### config.mk
export PLATFORM = sky130hd
export DESIGN_NAME = axi_mem_responder
export DESIGN_NICKNAME = d
export VERILOG_FILES = /design/src/rtl/axi_mem_responder_pkg.sv /design/src/rtl/axi_mem_responder.sv
export SDC_FILE = /design/constraint.sdc
export NUM_CORES = 1
export LEC_CHECK = 0
export CORE_MARGIN = 2
export CORE_UTILIZATION = 35
export CTS_BUF_LIST = sky130_fd_sc_hd__clkbuf_4
export CTS_CLUSTER_SIZE = 8
export DETAILED_ROUTE_END_ITERATION = 10
export DONT_BUFFER_PORTS = 1
export GPL_TIMING_DRIVEN = 0
export PLACE_DENSITY = 0.49
export SLEW_MARGIN = 20
export SYNTH_ARGS = -nofsm -noshare
export SYNTH_HDL_FRONTEND = slang
export SYNTH_SLANG_ARGS = --single-unit
### constraint.sdc
create_clock -name i_clk -period 2 [get_ports i_clk]
set_clock_uncertainty 0.15 [all_clocks]
set_input_delay 0.4 -clock i_clk [delete_from_list [all_inputs] [get_ports i_clk]]
set_output_delay 0.4 -clock i_clk [all_outputs]
set_load 0.01 [all_outputs]
### src/rtl/axi_mem_responder_pkg.sv
`default_nettype none
// ============================================================================
// Module   : axi_mem_responder_pkg
// Brief    : AXI burst and response encodings shared by the memory responder.
// Revision : 1.0
// ============================================================================
package axi_mem_responder_pkg;

   typedef enum logic [1:0] {
      FIXED    = 2'd0,
      INCR     = 2'd1,
      WRAP     = 2'd2,
      RESERVED = 2'd3
   } t_burst;

   typedef enum logic [1:0] {
      OKAY   = 2'd0,
      EXOKAY = 2'd1,
      SLVERR = 2'd2,
      DECERR = 2'd3
   } t_resp;

   // Which request kind wins when AR and AW arrive together
   typedef enum logic {
      PRIO_WR = 1'b0,
      PRIO_RD = 1'b1
   } t_prio;

   localparam int c_AXI_LEN_W = 8;

endpackage
`default_nettype wire

### src/rtl/axi_mem_responder.sv
`default_nettype none
// ============================================================================
// Module   : axi_mem_responder
// Brief    : AXI slave serialising INCR read/write bursts onto one single-port RAM.
// Revision : 1.0
// ============================================================================
module axi_mem_responder
   import axi_mem_responder_pkg::*;
#(
   parameter int ADDR_SIZE = 32,
   parameter int DATA_SIZE = 32,
   parameter int MEM_DEPTH = 4096
) (
   input  logic                         i_clk,
   input  logic                         i_areset_n,
   // read address / data
   input  logic [ADDR_SIZE-1:0]         i_axi_araddr,
   input  logic [c_AXI_LEN_W-1:0]       i_axi_arlen,
   input  logic [2:0]                   i_axi_arsize,
   input  t_burst                       i_axi_arburst,
   input  logic                         i_axi_arvalid,
   output logic                         o_axi_arready,
   output logic [DATA_SIZE-1:0]         o_axi_rdata,
   output t_resp                        o_axi_rresp,
   output logic                         o_axi_rlast,
   output logic                         o_axi_rvalid,
   input  logic                         i_axi_rready,
   // write address / data / response
   input  logic [ADDR_SIZE-1:0]         i_axi_awaddr,
   input  logic [c_AXI_LEN_W-1:0]       i_axi_awlen,
   input  logic [2:0]                   i_axi_awsize,
   input  t_burst                       i_axi_awburst,
   input  logic                         i_axi_awvalid,
   output logic                         o_axi_awready,
   input  logic [DATA_SIZE-1:0]         i_axi_wdata,
   input  logic [DATA_SIZE/8-1:0]       i_axi_wstrb,
   input  logic                         i_axi_wlast,
   input  logic                         i_axi_wvalid,
   output logic                         o_axi_wready,
   output t_resp                        o_axi_bresp,
   output logic                         o_axi_bvalid,
   input  logic                         i_axi_bready,
   // RAM port
   output logic [$clog2(MEM_DEPTH)-1:0] o_mem_addr,
   output logic                         o_mem_en,
   output logic [DATA_SIZE/8-1:0]       o_mem_we,
   output logic [DATA_SIZE-1:0]         o_mem_wdata,
   input  logic [DATA_SIZE-1:0]         i_mem_rdata
);

   localparam int c_MEM_AW = $clog2(MEM_DEPTH);

   typedef enum logic [2:0] {
      IDLE     = 3'd0,
      RD_FETCH = 3'd1,
      RD_DATA  = 3'd2,
      WR_DATA  = 3'd3,
      WR_RESP  = 3'd4
   } t_state;

   t_state                  r_state;
   t_state                  w_state_nxt;
   t_prio                   r_prio;
   logic [c_MEM_AW-1:0]     r_addr;
   logic [c_AXI_LEN_W-1:0]  r_len;
   logic [c_AXI_LEN_W-1:0]  r_cnt;
   logic [DATA_SIZE-1:0]    r_rdata;
   logic                    r_hold;

   logic w_ar_win;
   logic w_aw_win;
   logic w_rd_last;

   // Burst type, size and address bits outside the RAM window carry no meaning here
   logic w_unused;
   assign w_unused = ^{i_axi_araddr[ADDR_SIZE-1:c_MEM_AW+2], i_axi_araddr[1:0],
                       i_axi_awaddr[ADDR_SIZE-1:c_MEM_AW+2], i_axi_awaddr[1:0],
                       i_axi_arsize, i_axi_awsize, i_axi_arburst, i_axi_awburst};

   assign w_ar_win  = i_axi_arvalid && (!i_axi_awvalid || (r_prio == PRIO_RD));
   assign w_aw_win  = i_axi_awvalid && (!i_axi_arvalid || (r_prio == PRIO_WR));
   assign w_rd_last = (r_cnt == r_len);

   assign o_mem_addr  = r_addr;
   assign o_mem_wdata = i_axi_wdata;
   // First RD_DATA cycle forwards the RAM output; later cycles replay the captured copy
   assign o_axi_rdata = r_hold ? r_rdata : i_mem_rdata;
   assign o_axi_rlast = w_rd_last;
   assign o_axi_rresp = OKAY;
   assign o_axi_bresp = OKAY;

   always_comb begin
      w_state_nxt   = r_state;
      o_axi_arready = 1'b0;
      o_axi_awready = 1'b0;
      o_axi_rvalid  = 1'b0;
      o_axi_wready  = 1'b0;
      o_axi_bvalid  = 1'b0;
      o_mem_en      = 1'b0;
      o_mem_we      = '0;
      case (r_state)
         IDLE: begin
            o_axi_arready = w_ar_win;
            o_axi_awready = w_aw_win;
            if (w_ar_win)      w_state_nxt = RD_FETCH;
            else if (w_aw_win) w_state_nxt = WR_DATA;
         end
         RD_FETCH: begin
            o_mem_en    = 1'b1;
            w_state_nxt = RD_DATA;
         end
         RD_DATA: begin
            o_axi_rvalid = 1'b1;
            if (i_axi_rready) w_state_nxt = w_rd_last ? IDLE : RD_FETCH;
         end
         WR_DATA: begin
            o_axi_wready = 1'b1;
            if (i_axi_wvalid) begin
               o_mem_en = 1'b1;
               o_mem_we = i_axi_wstrb;
               if (i_axi_wlast) w_state_nxt = WR_RESP;
            end
         end
         WR_RESP: begin
            o_axi_bvalid = 1'b1;
            if (i_axi_bready) w_state_nxt = IDLE;
         end
         default: w_state_nxt = IDLE;
      endcase
   end

   always_ff @(posedge i_clk or negedge i_areset_n) begin
      if (!i_areset_n) begin
         r_state <= IDLE;
         r_prio  <= PRIO_WR;
         r_addr  <= '0;
         r_len   <= '0;
         r_cnt   <= '0;
         r_rdata <= '0;
         r_hold  <= 1'b0;
      end else begin
         r_state <= w_state_nxt;
         case (r_state)
            IDLE: begin
               if (w_ar_win) begin
                  r_addr <= i_axi_araddr[c_MEM_AW+1:2];
                  r_len  <= i_axi_arlen;
                  r_cnt  <= '0;
                  r_prio <= PRIO_WR;
               end else if (w_aw_win) begin
                  r_addr <= i_axi_awaddr[c_MEM_AW+1:2];
                  r_len  <= i_axi_awlen;
                  r_prio <= PRIO_RD;
               end
            end
            RD_FETCH: r_hold <= 1'b0;
            RD_DATA: begin
               if (!r_hold) begin
                  r_rdata <= i_mem_rdata;
                  r_hold  <= 1'b1;
               end
               if (i_axi_rready && !w_rd_last) begin
                  r_addr <= r_addr + c_MEM_AW'(1);
                  r_cnt  <= r_cnt + c_AXI_LEN_W'(1);
               end
            end
            WR_DATA: begin
               if (i_axi_wvalid) r_addr <= r_addr + c_MEM_AW'(1);
            end
            default: ;
         endcase
      end
   end

endmodule
`default_nettype wire

==> results of run 1 <==
power breakdown:
part / internal (W) / total [W] / leakage, nW / switching (W)
Sequential: 0.00190 / 0.00250 / 0.796 / 0.000594
Combinational: 0.00261 / 0.00527 / 1.73 / 0.00265
Clock: 0.000642 / 0.00114 / 0.0957 / 0.000503
registers in the layout (all words and copies together) (netlist names):
signal / count
r_rdata: 32
o_mem_addr: 12
r_cnt: 8
r_len: 8
r_state: 3
r_hold: 1
r_prio: 1
cells in the mapped netlist, types with 3 or more instances:
| cell | instances |
|---|---|
| nand2_1 | 120 |
| dfrtp_1 | 65 |
| buf_4 | 41 |
| mux2_2 | 35 |
| o21ai_0 | 16 |
| mux2i_1 | 15 |
| a21oi_1 | 14 |
| nand3_1 | 14 |
| nor2_1 | 11 |
| buf_2 | 10 |
| and3_1 | 8 |
| xnor2_1 | 8 |
| inv_1 | 7 |
| buf_6 | 6 |
| o22a_1 | 6 |
| nand2b_1 | 5 |
| a211oi_1 | 4 |
| a221oi_1 | 4 |
| clkbuf_1 | 4 |
| o311ai_1 | 4 |
| o31ai_1 | 4 |
| a2bb2oi_1 | 3 |
| a31oi_1 | 3 |
| nand4_1 | 3 |
| nor3_1 | 3 |
| nor4_1 | 3 |
| o21ai_1 | 3 |
| o22ai_1 | 3 |
cell type report:
cell class / count / area (µm²)
fill: 1112 / 6090
multi-input combinational: 324 / 2290
sequential: 65 / 1640
timing repair buffer: 52 / 542
buffer: 60 / 518
tap: 143 / 179
clock inverter: 6 / 106
clock buffer: 10 / 75.1
inverter: 8 / 35.0
timing repair:
action                                  CTS  global route
endpoints found under the setup margin   50            84
hold buffers                             12             0
hold endpoints to repair                 72             0
gates cloned                              4             0
pin swaps                                13            13
gates resized for setup                  81            27
buffers inserted                         23            14
kinds of logic (layout without fill, tap and decap cells):
| logic type | after synthesis | count (layout) | share of synthesized area (%) |
|---|---|---|---|
| flops | 65 | 65 | 39.5 |
| mux | 50 | 50 | 13.2 |
| compound gates | 80 | 80 | 13.5 |
| other cells | 1 | 4 | 0.0910 |
| xor+xnor | 8 | 8 | 1.70 |
| simple gates | 180 | 180 | 19.8 |
| buf+inv | 71 | 136 | 11.6 |
| fa+ha+maj | 2 | 2 | 0.607 |
per-layer routing:
metal | part of all wire [%] | wire length, µm
met1 | 44 | 5170
met4 | 1.3 | 151
met3 | 6.6 | 768
met2 | 48 | 5610
met5 | 0 | 0
worst min path at each step:
| stage | from | end | slack, ns | depth (start not counted) |
|---|---|---|---|---|
| floorplan | i_areset_n | o_mem_addr[0] | -0.05 | 0 |
| global placement | i_areset_n | o_mem_addr[1] | -0.04 | 0 |
| detailed placement | i_areset_n | o_mem_addr[1] | -0.04 | 0 |
| CTS | i_axi_awlen[6] | r_len[6] | 0.0005 | 2 |
| global route | i_axi_arlen[2] | r_len[2] | 0.03 | 2 |
| finish | i_axi_awlen[6] | r_len[6] | 0.03 | 2 |
metrics by stage:
stage / cell area [µm²] / TNS (ns) / util, %
floorplan: 4130 / 0 / -
global placement: 4310 / -0.449 / 37.6
detailed placement: 4310 / -0.831 / 37.6
CTS: 5210 / -3.84 / 45.4
global route: 5380 / -4.52 / 46.9
finish: 5380 / -1.41 / 46.9
worst max-delay path, delay by kind of cell, from the launching register on:
family / cells / cell delay (ns)
buffers and inverters: 2 / 0.29
flip-flops: 1 / 0.50
multiplexers: 1 / 0.33
==> results_dict.tcl, run 1 <==
set metrics [dict create \
    outcome "finished with violations" \
    failed_checks "negative setup slack" \
    ys_seq_area_share_pct 39.5 \
    synth_seq_cells 65 \
    diodes 0 \
    final_cell_mix "119 x nand2_1, 67 x buf_4, 58 x dfrtp_1" \
    crit_start "r_hold" \
    syn_to_final_growth_pct 30.5 \
    place.gp.congestion 0.801 \
    antenna_found_initial 0 \
    arrival_ns 1.53 \
    crit_path_max_incr_delay_ns 0.50 \
    stdcell_count 668 \
    hold_path_class "input port to flop" \
    drtIter0Drc 170 \
    tritoncts "done" \
    synth_area_leaders "dfrtp_1 39%, nand2_1 11%, mux2_2 9.6%" \
    core_area_um2 11500 \
    rr_worst_depth 6 \
    drtPass1Iterations 4 \
    p_total_w 0.00891 \
    timing.hold.ws_ns 0.0327 \
    setup_viol 27 \
    clock_latency_ns 0.42 \
    ys_types 59 \
    port_buffers 0 \
    pre_cts_slack_ns -0.134 \
    path_clk_slew_ns 0.12 \
    wirelength_um 11700 \
    critical_path_required_ns 1.45 \
    r2r-start "r_cnt[5]" \
    io_pins 257 \
    initial_utilization_pct 35.9 \
    netlist_instances 457 \
    reg2reg_to "o_mem_addr[5]" \
    cts_buffer_depth 2 \
    die_w_um 113 \
    synth_largest_area_cell "dfrtp_1" \
    async_reset_ff_share_pct 100 \
    crit_path_cell_trace "buf_12 > buf_8 > mux2_4" \
    power_leakage_nw 2.62 \
    grt_first_pass_wirelength_um 17900 \
    avgSynthCellArea_um2 9.02 \
    drive_gt1_share_pct 36.4 \
    yosys_warnings 0 \
    final_common_cell "nand2_1" \
    cp_max_fo 6 \
    synth_top_area_share_pct 39.5 \
    overflow 0 \
    cts_sinks 65 \
    power_density_nw_per_um2 1660 \
    cp_slowest_cell "dfrtp_2" \
    busiest_layer "met2" \
    drc 0 \
    layout.nets 688 \
    synth_edf_count 0 \
    wl_per_cell_um 17.5 \
    r2r_setup_slack_ns -0.04 \
    grt_start_max_net_pins 66 \
    min_period_ns 2.08 \
    endpoint_kind "primary output" \
    cp-start-kind "flop" \
    num_rows 39 \
    criticalPathCategory "flop to primary output" \
    grtUsageTotal_pct 18.0 \
    die_h_um 113 \
    drv_cap 0 \
    fin_ws_ns -0.0846 \
    finalHoldViolations 0 \
    synthesis.area_um2 4120 \
    gr-usage-met3_pct 4.91 \
    hpwl_um 7660 \
    fp.dieArea_um2 12700 \
    dpl.cell_count 603 \
    finalCritPeriodShare_pct 104 \
    htreeDepth 3 \
    power.ir.vdd_worst_v 0.000783 \
    synth_ff_type "dfrtp_1" \
    use_met2_pct 29.2 \
    vias 3568 \
    grt_pass1_vias 3363 \
    rsz0062_at_grt "true" \
    cp-endpoint "o_axi_rdata[9]" \
    vias_per_cell 5.34 \
    final_max_slew_viol_count 0 \
    cts_made_buffers 9 \
    postRouteAntennaNets 0 \
    cts-root-buf "clkbuf_4" \
    max_freq_ghz 0.480 \
    met1_usage_pct 23.3 \
]
Power figures use the tool's default switching activity.
==> run 2, diff against run 1 <==
GPL_ROUTABILITY_DRIVEN = 0   (was not set)
==> results of run 2 <==
No change in the layout: final DEF, timing and power equal those of run 1.
==> run 3, diff against run 2 <==
CAP_MARGIN = 20   (was not set)
==> results of run 3 <==
No change in the layout: final DEF, timing and power equal those of run 1.
